==> config.mk <==
export PLATFORM = sky130hd
export DESIGN_NAME = bp_be_branch_resolver
export DESIGN_NICKNAME = d
export VERILOG_FILES = /design/src/rtl/bp_be_branch_resolver.sv
export SDC_FILE = /design/constraint.sdc
export NUM_CORES = 1
export LEC_CHECK = 0
export BUFFER_PORTS_ARGS = -buffer_cell sky130_fd_sc_hd__buf_2
export CAP_MARGIN = 0
export CORE_MARGIN = 5
export CORE_UTILIZATION = 25
export DETAILED_ROUTE_END_ITERATION = 6
export HOLD_SLACK_MARGIN = 0.03
export MAX_ROUTING_LAYER = met4
export PLACE_DENSITY = 0.4
export SYNTH_ARGS = -nofsm -noshare
export SYNTH_HDL_FRONTEND = slang
export SYNTH_SLANG_ARGS = --single-unit
==> constraint.sdc <==
create_clock -name clk_i -period 7.89 [get_ports clk_i]
set_clock_uncertainty 0.1 [all_clocks]
set_input_delay 0.3945 -clock clk_i [delete_from_list [all_inputs] [get_ports clk_i]]
set_output_delay 0.3945 -clock clk_i [all_outputs]
set_load 0.01 [all_outputs]
==> src/rtl/bp_be_branch_resolver.sv <==
// Backend branch resolver: classifies executed control flow as taken/miss, buffers the
// resolutions in program order and holds off wrong-path resolutions until a redirect drains.
module bp_be_branch_resolver #(
  parameter int unsigned vaddr_width_p               = 39,
  parameter int unsigned branch_metadata_fwd_width_p = 36,
  parameter int unsigned fifo_els_p                  = 4
) (
  input  logic                                   clk_i,
  input  logic                                   reset_i,

  input  logic                                   br_v_i,
  output logic                                   br_ready_o,
  input  logic [vaddr_width_p-1:0]               br_pc_i,
  input  logic [vaddr_width_p-1:0]               br_npc_i,
  input  logic [vaddr_width_p-1:0]               br_pred_npc_i,
  input  logic                                   br_nonbr_i,
  input  logic [branch_metadata_fwd_width_p-1:0] br_metadata_i,

  input  logic                                   flush_i,

  output logic [vaddr_width_p-1:0]               resolve_pc_o,
  output logic                                   resolve_miss_o,
  output logic                                   resolve_taken_o,
  output logic                                   resolve_nonbr_o,
  output logic [branch_metadata_fwd_width_p-1:0] resolve_br_metadata_o,
  output logic                                   resolve_v_o,
  input  logic                                   resolve_yumi_i,

  output logic                                   redirect_pending_o,
  output logic [31:0]                            mispredict_cnt_o
);

  localparam int unsigned VW    = vaddr_width_p;
  localparam int unsigned MW    = branch_metadata_fwd_width_p;
  localparam int unsigned PTR_W = (fifo_els_p > 1) ? $clog2(fifo_els_p) : 1;
  localparam int unsigned CNT_W = $clog2(fifo_els_p + 1);

  typedef struct packed {
    logic [VW-1:0] npc;
    logic          miss;
    logic          taken;
    logic          nonbr;
    logic [MW-1:0] metadata;
  } entry_s;

  typedef enum logic [0:0] {
    e_run  = 1'b0,
    e_miss = 1'b1
  } state_e;

  state_e             state_q, state_n;
  entry_s             mem_q [fifo_els_p];
  logic [PTR_W-1:0]   rptr_q, wptr_q;
  logic [CNT_W-1:0]   count_q, count_n;
  logic [31:0]        mispredict_cnt_q;

  entry_s             enq_entry;
  entry_s             head;
  logic               enq;
  logic               deq;
  logic               not_full;

  // Classification of the incoming resolution
  always_comb begin
    enq_entry          = '0;
    enq_entry.npc      = br_npc_i;
    enq_entry.miss     = (br_npc_i != br_pred_npc_i);
    enq_entry.taken    = (br_npc_i != VW'(br_pc_i + VW'(4)));
    enq_entry.nonbr    = br_nonbr_i;
    enq_entry.metadata = br_metadata_i;
  end

  assign not_full    = (count_q != CNT_W'(fifo_els_p));
  assign resolve_v_o = (count_q != '0);
  assign head        = mem_q[rptr_q];
  assign enq         = br_v_i & br_ready_o & ~flush_i;
  assign deq         = resolve_v_o & resolve_yumi_i;

  // Next state and ready; ready depends only on registered state
  always_comb begin
    state_n    = state_q;
    br_ready_o = 1'b0;
    unique case (state_q)
      e_run: begin
        br_ready_o = not_full;
        if (enq && enq_entry.miss) state_n = e_miss;
      end
      e_miss: begin
        br_ready_o = 1'b0;
        if (deq && head.miss) state_n = e_run;
      end
      default: state_n = e_run;
    endcase
    if (flush_i) state_n = e_run;
  end

  always_ff @(posedge clk_i) begin
    if (reset_i) state_q <= e_run;
    else         state_q <= state_n;
  end

  always_comb begin
    count_n = count_q;
    unique case ({enq, deq})
      2'b10:   count_n = CNT_W'(count_q + CNT_W'(1));
      2'b01:   count_n = CNT_W'(count_q - CNT_W'(1));
      default: count_n = count_q;
    endcase
  end

  // Circular pointers and occupancy; flush discards everything
  always_ff @(posedge clk_i) begin
    if (reset_i || flush_i) begin
      rptr_q  <= '0;
      wptr_q  <= '0;
      count_q <= '0;
    end else begin
      count_q <= count_n;
      if (enq) wptr_q <= (wptr_q == PTR_W'(fifo_els_p - 1)) ? '0 : PTR_W'(wptr_q + PTR_W'(1));
      if (deq) rptr_q <= (rptr_q == PTR_W'(fifo_els_p - 1)) ? '0 : PTR_W'(rptr_q + PTR_W'(1));
    end
  end

  always_ff @(posedge clk_i) begin
    if (enq) mem_q[wptr_q] <= enq_entry;
  end

  // Saturating mispredict counter, survives flush
  always_ff @(posedge clk_i) begin
    if (reset_i) begin
      mispredict_cnt_q <= '0;
    end else if (enq && enq_entry.miss && (mispredict_cnt_q != 32'hFFFF_FFFF)) begin
      mispredict_cnt_q <= mispredict_cnt_q + 32'd1;
    end
  end

  assign mispredict_cnt_o      = mispredict_cnt_q;
  assign redirect_pending_o    = (state_q == e_miss);
  assign resolve_pc_o          = resolve_v_o ? head.npc      : '0;
  assign resolve_miss_o        = resolve_v_o & head.miss;
  assign resolve_taken_o       = resolve_v_o & head.taken;
  assign resolve_nonbr_o       = resolve_v_o & head.nonbr;
  assign resolve_br_metadata_o = resolve_v_o ? head.metadata : '0;

endmodule

==> results of run 1 <==
-- worst paths after layout --
kind	start	endpoint	slack [ps]	cells after the start
max	flop	resolve_taken_o	3930	4
min reg2reg	rptr_q[1]	flop	370	2
min	br_npc_i[4]	mem_q[3][43]	80	1
max reg2reg	count_q[1]	mem_q[0][45]	4900	6
-- cell type report --
type	instances	area [um^2]	share of cell area, %
Sequential cell	354	10200	50.4
Multi-Input combinational cell	599	5440	26.9
Timing Repair Buffer	333	1960	9.67
Clock buffer	53	1170	5.80
Tap cell	846	1060	5.22
Clock inverter	28	333	1.64
Inverter	15	56.3	0.278
Antenna cell	9	22.5	0.111
-- cell families after synthesis --
kind of cell,count (synthesis),share of synthesized area [%]
adders and majority gates,9,0.757
AOI/OAI and AO/OA,73,3.37
and+or+nand+nor,327,12.7
xor gates and xnor gates,100,5.52
DFF,354,64.4
muxes,90,11.9
buffers and inverters,55,1.42
-- placed cells by master (no fill, tap or decap), types with 9 or more instances in the layout --
cell type / instances
nand4_1: 22
a21oi_1: 24
nand2_1: 36
inv_1: 13
edfxtp_1: 312
nor4_1: 12
and2_1: 85
xor2_1: 18
diode_2: 9
and4_1: 12
buf_2: 271
mux4_2: 78
nor3_1: 24
nor2_1: 40
dfxtp_1: 40
dlygate4sd3_1: 55
clkbuf_16: 44
xnor2_1: 82
clkinv_1: 9
nand3_1: 23
and3_1: 17
-- flip-flops by register name, summed over array words and instances (netlist names), named ones only --
name                flops
wptr_q                  2
count_q                 3
mispredict_cnt_o       32
mem_q                 312
rptr_q                  2
redirect_pending_o      1
-- per-layer routing --
layer	vias to the layer above	track usage, %	part of all wire (%)
met3	71	2.80	5.5
met4	0	4.14	2.6
met1	5131	18.2	44
met2	270	22.4	48
li1	4627	-	-
met5	-	-	0
-- stage by stage --
stage	total power [mW]	cells
2_1_floorplan	2.26	1008
3_3_place_gp	2.41	2092
3_5_place_dp	2.41	2092
4_1_cts	4.54	2228
5_1_grt	4.64	2235
6_report	4.45	2237
-- power by group through the flow --
stage / clock network, mW / logic, mW / registers (mW)
CTS: 2.14 / 0.321 / 2.08
global placement: 0 / 0.296 / 2.12
global route: 2.21 / 0.342 / 2.08
floorplan: 0 / 0.142 / 2.12
detailed placement: 0 / 0.297 / 2.12
finish: 2.06 / 0.313 / 2.08
-- timing repair --
item / CTS / global route
gates resized for setup: 0 / 0
endpoints found under the hold margin: 220 / 0
hold buffers: 55 / 0
buffers inserted: 0 / 0
==> impl_metrics.yaml, run 1 <==
critical_path:
  path_max_fanout: 41
  start_kind: "flop"
  critical_path.cell_chain: "buf_4 -> mux4_2 -> and2_1 -> buf_2"
  end_kind: "output pin"
  worst-path-buf-inv: 2
  crit_slowest_cell: "dfxtp_4"
  critical_path.max_stage_delay_ps: 930
  cp.arrival_ps: 3460
  critPathTopFamily: "buffers and inverters"
  critPathRequiredTime_ps: 7400
  critical_path_class: "flop to output pin"
timing:
  max_freq_mhz: 253
  final.period_utilization_pct: 50.1
  tightestPinTransition_ps: 1000
  setup_viol_count_final: 0
  hold_viol: 0
  max_slew_margin_pct: 33.3
  worst_slack_ps: 3930
  maxSlewViolCount: 0
  setup_tns_ps: 0
  rsz0062_at_grt: "false"
  fin_crit_ps: 3960
  whs_ps: 77.7
yosys:
  syn_area_um2: 15900
  seq_area_frac_synth_pct: 64.4
  postSynthAreaPerCell_um2: 15.7
  synth-async-reset-ratio_pct: 0
  ys_ff_latch: 354
  synth_common_cells: "312 x edfxtp_1, 89 x and2_1, 82 x xnor2_1"
  ys.flop_type: "edfxtp_1"
  syn_nets: 1176
  ys_types: 78
  yosysMostFrequentCell: "edfxtp_1"
  yosysTopAreaCellShare_pct: 59.1
  ys_warn_count: 0
  yosys.area.top_type: "edfxtp_1"
  synth_edf_count: 312
  synth_area_leaders: "edfxtp_1 59%, mux4_2 11%, dfxtp_1 5.3%"
  syn_inst: 1008
cts:
  cts_root_buf: "clkbuf_16"
  cts.sink_count: 354
  cts_tree: "done"
  cts.clk_slew.worst_paths_ps: 60
  htree_levels: 2
  numCtsBuffers: 44
  clk_latency_ps: 570
  cts_buffer_depth: 3
finish:
  fin_util_pct: 32.2
  area_delta_synth_final_pct: 27.7
  fillers: 6284
  finalInstanceArea_um2: 20300
  drive_above_1_share_pct: 33.6
  fin_nets: 1515
global_routing:
  first_global_vias: 10800
  grt_max_degree: 80
  gr-total-overflow: 0
  grt.total_usage_pct: 14.0
  grt_pass1_wl_um: 70000
  antenna_found_initial: 8
job:
  drv_cap: 0
die:
  start_util_pct: 25.2
  pin_count: 272
  rows: 92
  die_y_um: 262
  die_w_um: 262
  core-area_um2: 63000
  dieArea_um2: 68600
pwr:
  power.internal_mw: 3.44
  powerDensity_nw_per_um2: 220
  p_comb_share_pct: 7.0
  p_seq_share_pct: 46.7
  switchingPower_mw: 1.01
  p_leak_nw: 7.05
  switching_share_pct: 22.7
  peakVddDrop_v: 0.000211
  clkPwrFrac_pct: 46.3
routing:
  drt-total-wl_um: 47800
  num_vias: 10100
  wl_per_cell_um: 21.4
  drtAntennaViolNets: 0
  drt_first_iter_violations: 649
  drtPass1Iterations: 4
  remaining_drc_errors: 0
  via_per_inst: 4.51
run_status:
  status: "finished clean"
placement:
  gp_congestion: 0.797
  dpl.hpwl_um: 31900
  placed_area_um2: 18200
  post-place-ws_ps: 4380
  io_buffers: 271
worst_hold_path:
  min_path_type: "input port to flop"
(Power assumes the default switching activity.)
==> run 2, diff against run 1 <==
- ABC_AREA: not set -> 1
- clock period: 7.89 -> 3.9 ns (I/O delays scaled with it)
==> impl_metrics.yaml, run 2 <==
run_status:
  status: "finished clean"
yosys:
  ys_ff_latch: 354
  yosysTopAreaCellShare_pct: 56.2
  synth_top_family_by_area: "simple AND/OR/NAND/NOR gates"
  ys.flop_type: "edfxtp_1"
  ys_types: 40
  synth_edf_count: 312
  yosysMostFrequentCell: "nor2_1"
  ys_warn_count: 0
  yosys.area.top_type: "edfxtp_1"
  syn_inst: 1742
  seq_area_frac_synth_pct: 61.2
  synth_area_leaders: "edfxtp_1 56%, nor2_1 9.4%, nand2_1 6.4%"
  synthSimpleGateAreaFrac_pct: 20.6
  synth-async-reset-ratio_pct: 0
  synth_common_cells: "417 x nor2_1, 312 x edfxtp_1, 283 x nand2_1"
  synth_compound_gate_area_share_pct: 8.98
  synth-xor-area-share_pct: 4.55
  synthAdderAreaFrac_pct: 0.720
  postSynthAreaPerCell_um2: 9.57
  syn_area_um2: 16700
  syn_nets: 1910
  synth_mux_area_share_pct: 0
routing:
  via_per_inst: 4.48
  drt-total-wl_um: 54700
  drtPass1Iterations: 5
  drt_first_iter_violations: 606
  drtAntennaViolNets: 0
  num_vias: 13300
  remaining_drc_errors: 0
  wl_per_cell_um: 18.4
critical_path:
  critical_path.cell_chain: "buf_4 -> nor2_1 -> nor2_1 -> o21ai_0 -> a21oi_1 -> buf_2"
  end_kind: "output pin"
  start_kind: "flop"
  path_max_fanout: 56
  crit_top_cell: "nor2_1"
  critPathRequiredTime_ps: 3610
  critical_path_class: "flop to output pin"
  cp.arrival_ps: 2820
  reg2reg_from: "count_q[1]"
  reg2reg_to: "mispredict_cnt_o[15]"
  critical_path.max_stage_delay_ps: 770
  reg2regPathDepth: 8
  crit_slowest_cell: "dfxtp_4"
  rrSetupSlack_ps: 1190
die:
  dieArea_um2: 72000
  start_util_pct: 25.3
  core-area_um2: 66000
  pin_count: 272
  die_y_um: 268
  die_w_um: 268
  rows: 94
pwr:
  clkPwrFrac_pct: 43.7
  p_leak_nw: 8.05
  power.internal_mw: 6.75
  powerDensity_nw_per_um2: 411
  switchingPower_mw: 1.98
  p_comb_share_pct: 8.1
  peakVddDrop_v: 0.000246
  switching_share_pct: 22.7
  p_seq_share_pct: 48.1
worst_hold_path:
  min_from: "br_v_i"
  worstHoldEndpoint: "wptr_q[1]"
  whs_path_depth: 3
  min_path_type: "input port to flop"
finish:
  diodes: 0
  multi_input_area_um2: 5840
  drive_above_1_share_pct: 17.6
  area_delta_synth_final_pct: 27.2
  fillers: 6866
  seqCellArea_um2: 10200
  fin_nets: 2249
  layout_commonest_cell: "nor2_1"
  fin_util_pct: 32.2
  stdcell_count: 2975
  top_register: "mem_q"
  mostFrequentLayoutCells: "413 x nor2_1, 312 x edfxtp_1, 283 x nand2_1"
  largest_reg_flops: 312
timing:
  max_freq_mhz: 321
  hold_viol: 0
  rsz0062_at_grt: "false"
  worst_slack_ps: 787
  final.period_utilization_pct: 79.8
  fin_crit_ps: 3110
  setup_tns_ps: 0
  maxSlewViolCount: 0
  max_slew_margin_pct: 39.4
  tightestPinTransition_ps: 909
  setup_viol_count_final: 0
placement:
  post-place-ws_ps: 1210
  gp_congestion: 0.869
  dpl.cell_count: 2823
  dpl.hpwl_um: 36000
  io_buffers: 271
global_routing:
  antenna_found_initial: 0
  grt_pass1_wl_um: 81000
  first_global_vias: 13100
  grt_max_degree: 79
  gr-total-overflow: 0
  grt.total_usage_pct: 15.1
cts:
  numCtsBuffers: 41
  cts_root_buf: "clkbuf_16"
  clk_latency_ps: 560
  cts.clk_slew.worst_paths_ps: 60
  cts.sink_count: 354
  cts_tree: "done"
  htree_levels: 2
  cts_buffer_depth: 3
job:
  drv_cap: 0
-- run 2: cell types whose count changed in the layout (fill, tap and decap cells not counted), moves of 14 or more --
| cell | delta |
|---|---|
| nand4_1 | +26 |
| o21ai_0 | +158 |
| nor2_1 | +373 |
| xor2_1 | +23 |
| and2_1 | -82 |
| nand3_1 | +14 |
| inv_1 | +77 |
| dlygate4sd3_1 | +24 |
| a21oi_1 | +92 |
| xnor2_1 | -39 |
| and3_1 | -17 |
| mux4_2 | -78 |
| nand2_1 | +247 |
-- run 2: kinds of logic after synthesis --
group / count (synthesis)
simple gates: 833
flops: 354
compound gates: 293
buf+inv: 168
xor+xnor: 85
fa+ha+maj: 9
-- run 2: power by group through the flow --
stage                     logic (mW)  registers, mW  clock network (mW)
after global routing           0.787           4.21                4.11
after floorplan                0.316           4.28                   0
after CTS                      0.722           4.20                3.95
after detailed placement       0.655           4.28                   0
final                          0.708           4.20                3.82
after global placement         0.651           4.28                   0
-- run 2: repair_timing --
action | 4_1_cts | 5_1_grt
hold buffers | 79 | 0
buffers inserted | 0 | 0
endpoints found under the hold margin | 315 | 0
gates resized for setup | 0 | 0
-- run 2: worst max-delay path, delay by kind of cell, from the launching register on --
kind            cells  cell delay, ps
compound gates      2             390
simple gates        2             210
buf+inv             2             850
flops               1             770
-- run 2: cell type report --
class / instances / area share (%)
sequential: 354 / 48.2
multi-input combinational: 1220 / 27.5
timing repair buffer: 371 / 11.3
clock buffer: 50 / 5.10
tap: 864 / 5.10
inverter: 93 / 1.66
clock inverter: 23 / 1.18
-- run 2: routing by layer --
metal  wire (um)  GRT usage (%)  part of all wire [%]
met3        2620           2.87                   4.8
met1       24200           18.9                    44
met2       26600           25.3                    49
met5           0              -                     0
met4        1320           4.00                   2.4
-- run 2: through the flow --
step	power [mW]	area, um^2	hold slack (ps)
2_1_floorplan	4.60	16700	194
3_3_place_gp	4.93	19100	317
3_5_place_dp	4.94	19100	318
4_1_cts	8.88	21200	52.8
5_1_grt	9.10	21200	80.0
6_report	8.73	21200	78.3
-- run 2: worst max-delay path by stage --
stage / from / end / slack [ps] / depth (start not counted)
2_1_floorplan: count_q[1] / mem_q[0][0] / -890 / 4
3_3_place_gp: flop / resolve_pc_o[18] / 1230 / 6
3_5_place_dp: count_q[1] / mispredict_cnt_o[31] / 1210 / 8
4_1_cts: flop / resolve_pc_o[18] / 630 / 6
5_1_grt: flop / resolve_pc_o[18] / 490 / 6
6_report: flop / resolve_pc_o[23] / 790 / 6
==> run 3, diff against run 2 <==
- clock period: 3.9 -> 3 ns (I/O delays scaled with it)
==> impl_metrics.yaml, run 3 (same netlist as run 2, synthesis figures left out) <==
run_status:
  status: "finished clean"
finish:
  mostFrequentLayoutCells: "413 x nor2_1, 312 x edfxtp_1, 283 x nand2_1"
  fin_nets: 2253
  drive_above_1_share_pct: 17.6
  area_delta_synth_final_pct: 27.3
  fillers: 6826
  largest_reg_flops: 312
  top_register: "mem_q"
  layout_commonest_cell: "nor2_1"
  fin_util_pct: 32.2
  stdcell_count: 2979
critical_path:
  critical_path_class: "flop to output pin"
  critPathRequiredTime_ps: 2750
  end_kind: "output pin"
  reg2regPathDepth: 5
  reg2reg_to: "mem_q[2][73]"
  path_max_fanout: 57
  cp.arrival_ps: 2380
  start_kind: "flop"
  rrSetupSlack_ps: 720
  reg2reg_from: "count_q[1]"
timing:
  setup_viol_count_final: 0
  hold_viol: 0
  rsz0062_at_grt: "false"
  final.period_utilization_pct: 87.8
  worst_slack_ps: 366
  maxSlewViolCount: 0
  max_freq_mhz: 380
  tightestPinTransition_ps: 715
  fin_crit_ps: 2630
  max_slew_margin_pct: 52.4
  whs_ps: 78.8
routing:
  drtPass1Iterations: 5
  remaining_drc_errors: 0
  num_vias: 13300
  via_per_inst: 4.46
  wl_per_cell_um: 18.5
  drt_first_iter_violations: 738
  drtAntennaViolNets: 0
  drt-total-wl_um: 55200
pwr:
  powerDensity_nw_per_um2: 523
  p_leak_nw: 8.04
  power_mw: 11.1
  peakVddDrop_v: 0.000323
worst_hold_path:
  min_path_type: "input port to flop"
  worstHoldEndpoint: "wptr_q[0]"
  min_from: "br_v_i"
  whs_path_depth: 3
placement:
  gp_congestion: 0.866
  post-place-ws_ps: 576
  io_buffers: 271
  dpl.hpwl_um: 36200
  dpl.cell_count: 2827
cts:
  cts_tree: "done"
  htree_levels: 2
  cts_resized: 0
  cts_root_buf: "clkbuf_16"
  cts.clk_slew.worst_paths_ps: 70
  clk_latency_ps: 540
  cts.sink_count: 354
  cts_buffer_depth: 3
  numCtsBuffers: 41
die:
  rows: 94
  core-area_um2: 66000
  die_y_um: 268
  start_util_pct: 25.3
  pin_count: 272
  die_w_um: 268
  dieArea_um2: 72000
global_routing:
  gr-total-overflow: 0
  grt_pass1_wl_um: 82500
  first_global_vias: 13400
  grt.total_usage_pct: 15.3
  grt_max_degree: 100
  antenna_found_initial: 2
job:
  drv_cap: 0
## run 3: what timing repair did
item	CTS	global route
setup buffers	0	0
hold buffers	79	0
endpoints found under the hold margin	331	0
## run 3: power breakdown
part | leakage [nW] | switching [mW] | internal [mW]
Combinational | 4.25 | 0.581 | 0.345
Sequential | 3.19 | 0.0190 | 5.44
Clock | 0.599 | 1.96 | 2.77
## run 3: final cells by class
cell class / instances / area, um^2 / area share [%]
diodes: 2 / 5.00 / 0.0236
clock buffers: 52 / 1070 / 5.03
clock inverters: 19 / 178 / 0.837
inverters: 93 / 353 / 1.66
multi-input cells: 1220 / 5840 / 27.5
flip-flops and latches: 354 / 10200 / 48.1
well taps: 864 / 1080 / 5.09
repair buffers: 375 / 2480 / 11.7
## run 3: per-stage QoR
step / instance area (um^2) / TNS, ps
final: 21200 / 0
after global routing: 21200 / 0
after CTS: 21200 / 0
after detailed placement: 19200 / 0
after global placement: 19200 / 0
after floorplan: 16700 / -158560
## run 3: worst max path at each step
stage	start	end	slack [ps]	cells after the start
final	flop	resolve_taken_o	370	6
after global routing	flop	resolve_taken_o	120	6
after global placement	br_npc_i[33]	mispredict_cnt_o[26]	540	12
after floorplan	count_q[1]	mem_q[0][0]	-510	4
after detailed placement	br_npc_i[35]	mispredict_cnt_o[14]	580	12
after CTS	flop	resolve_taken_o	240	6
## run 3: layer usage
| layer | part of all wire (%) | global-route usage, % |
|---|---|---|
| met1 | 45 | 19.5 |
| met3 | 3.8 | 2.33 |
| met4 | 1.9 | 3.88 |
| met2 | 49 | 25.7 |
| met5 | 0 | - |
## run 3: worst max-delay path, stage by stage, from the launching register on
cell	delay, ps
dfxtp_4	380
buf_4	530
nor2_1	120
nor2_1	100
o21ai_0	130
a21oi_1	320
buf_2	200
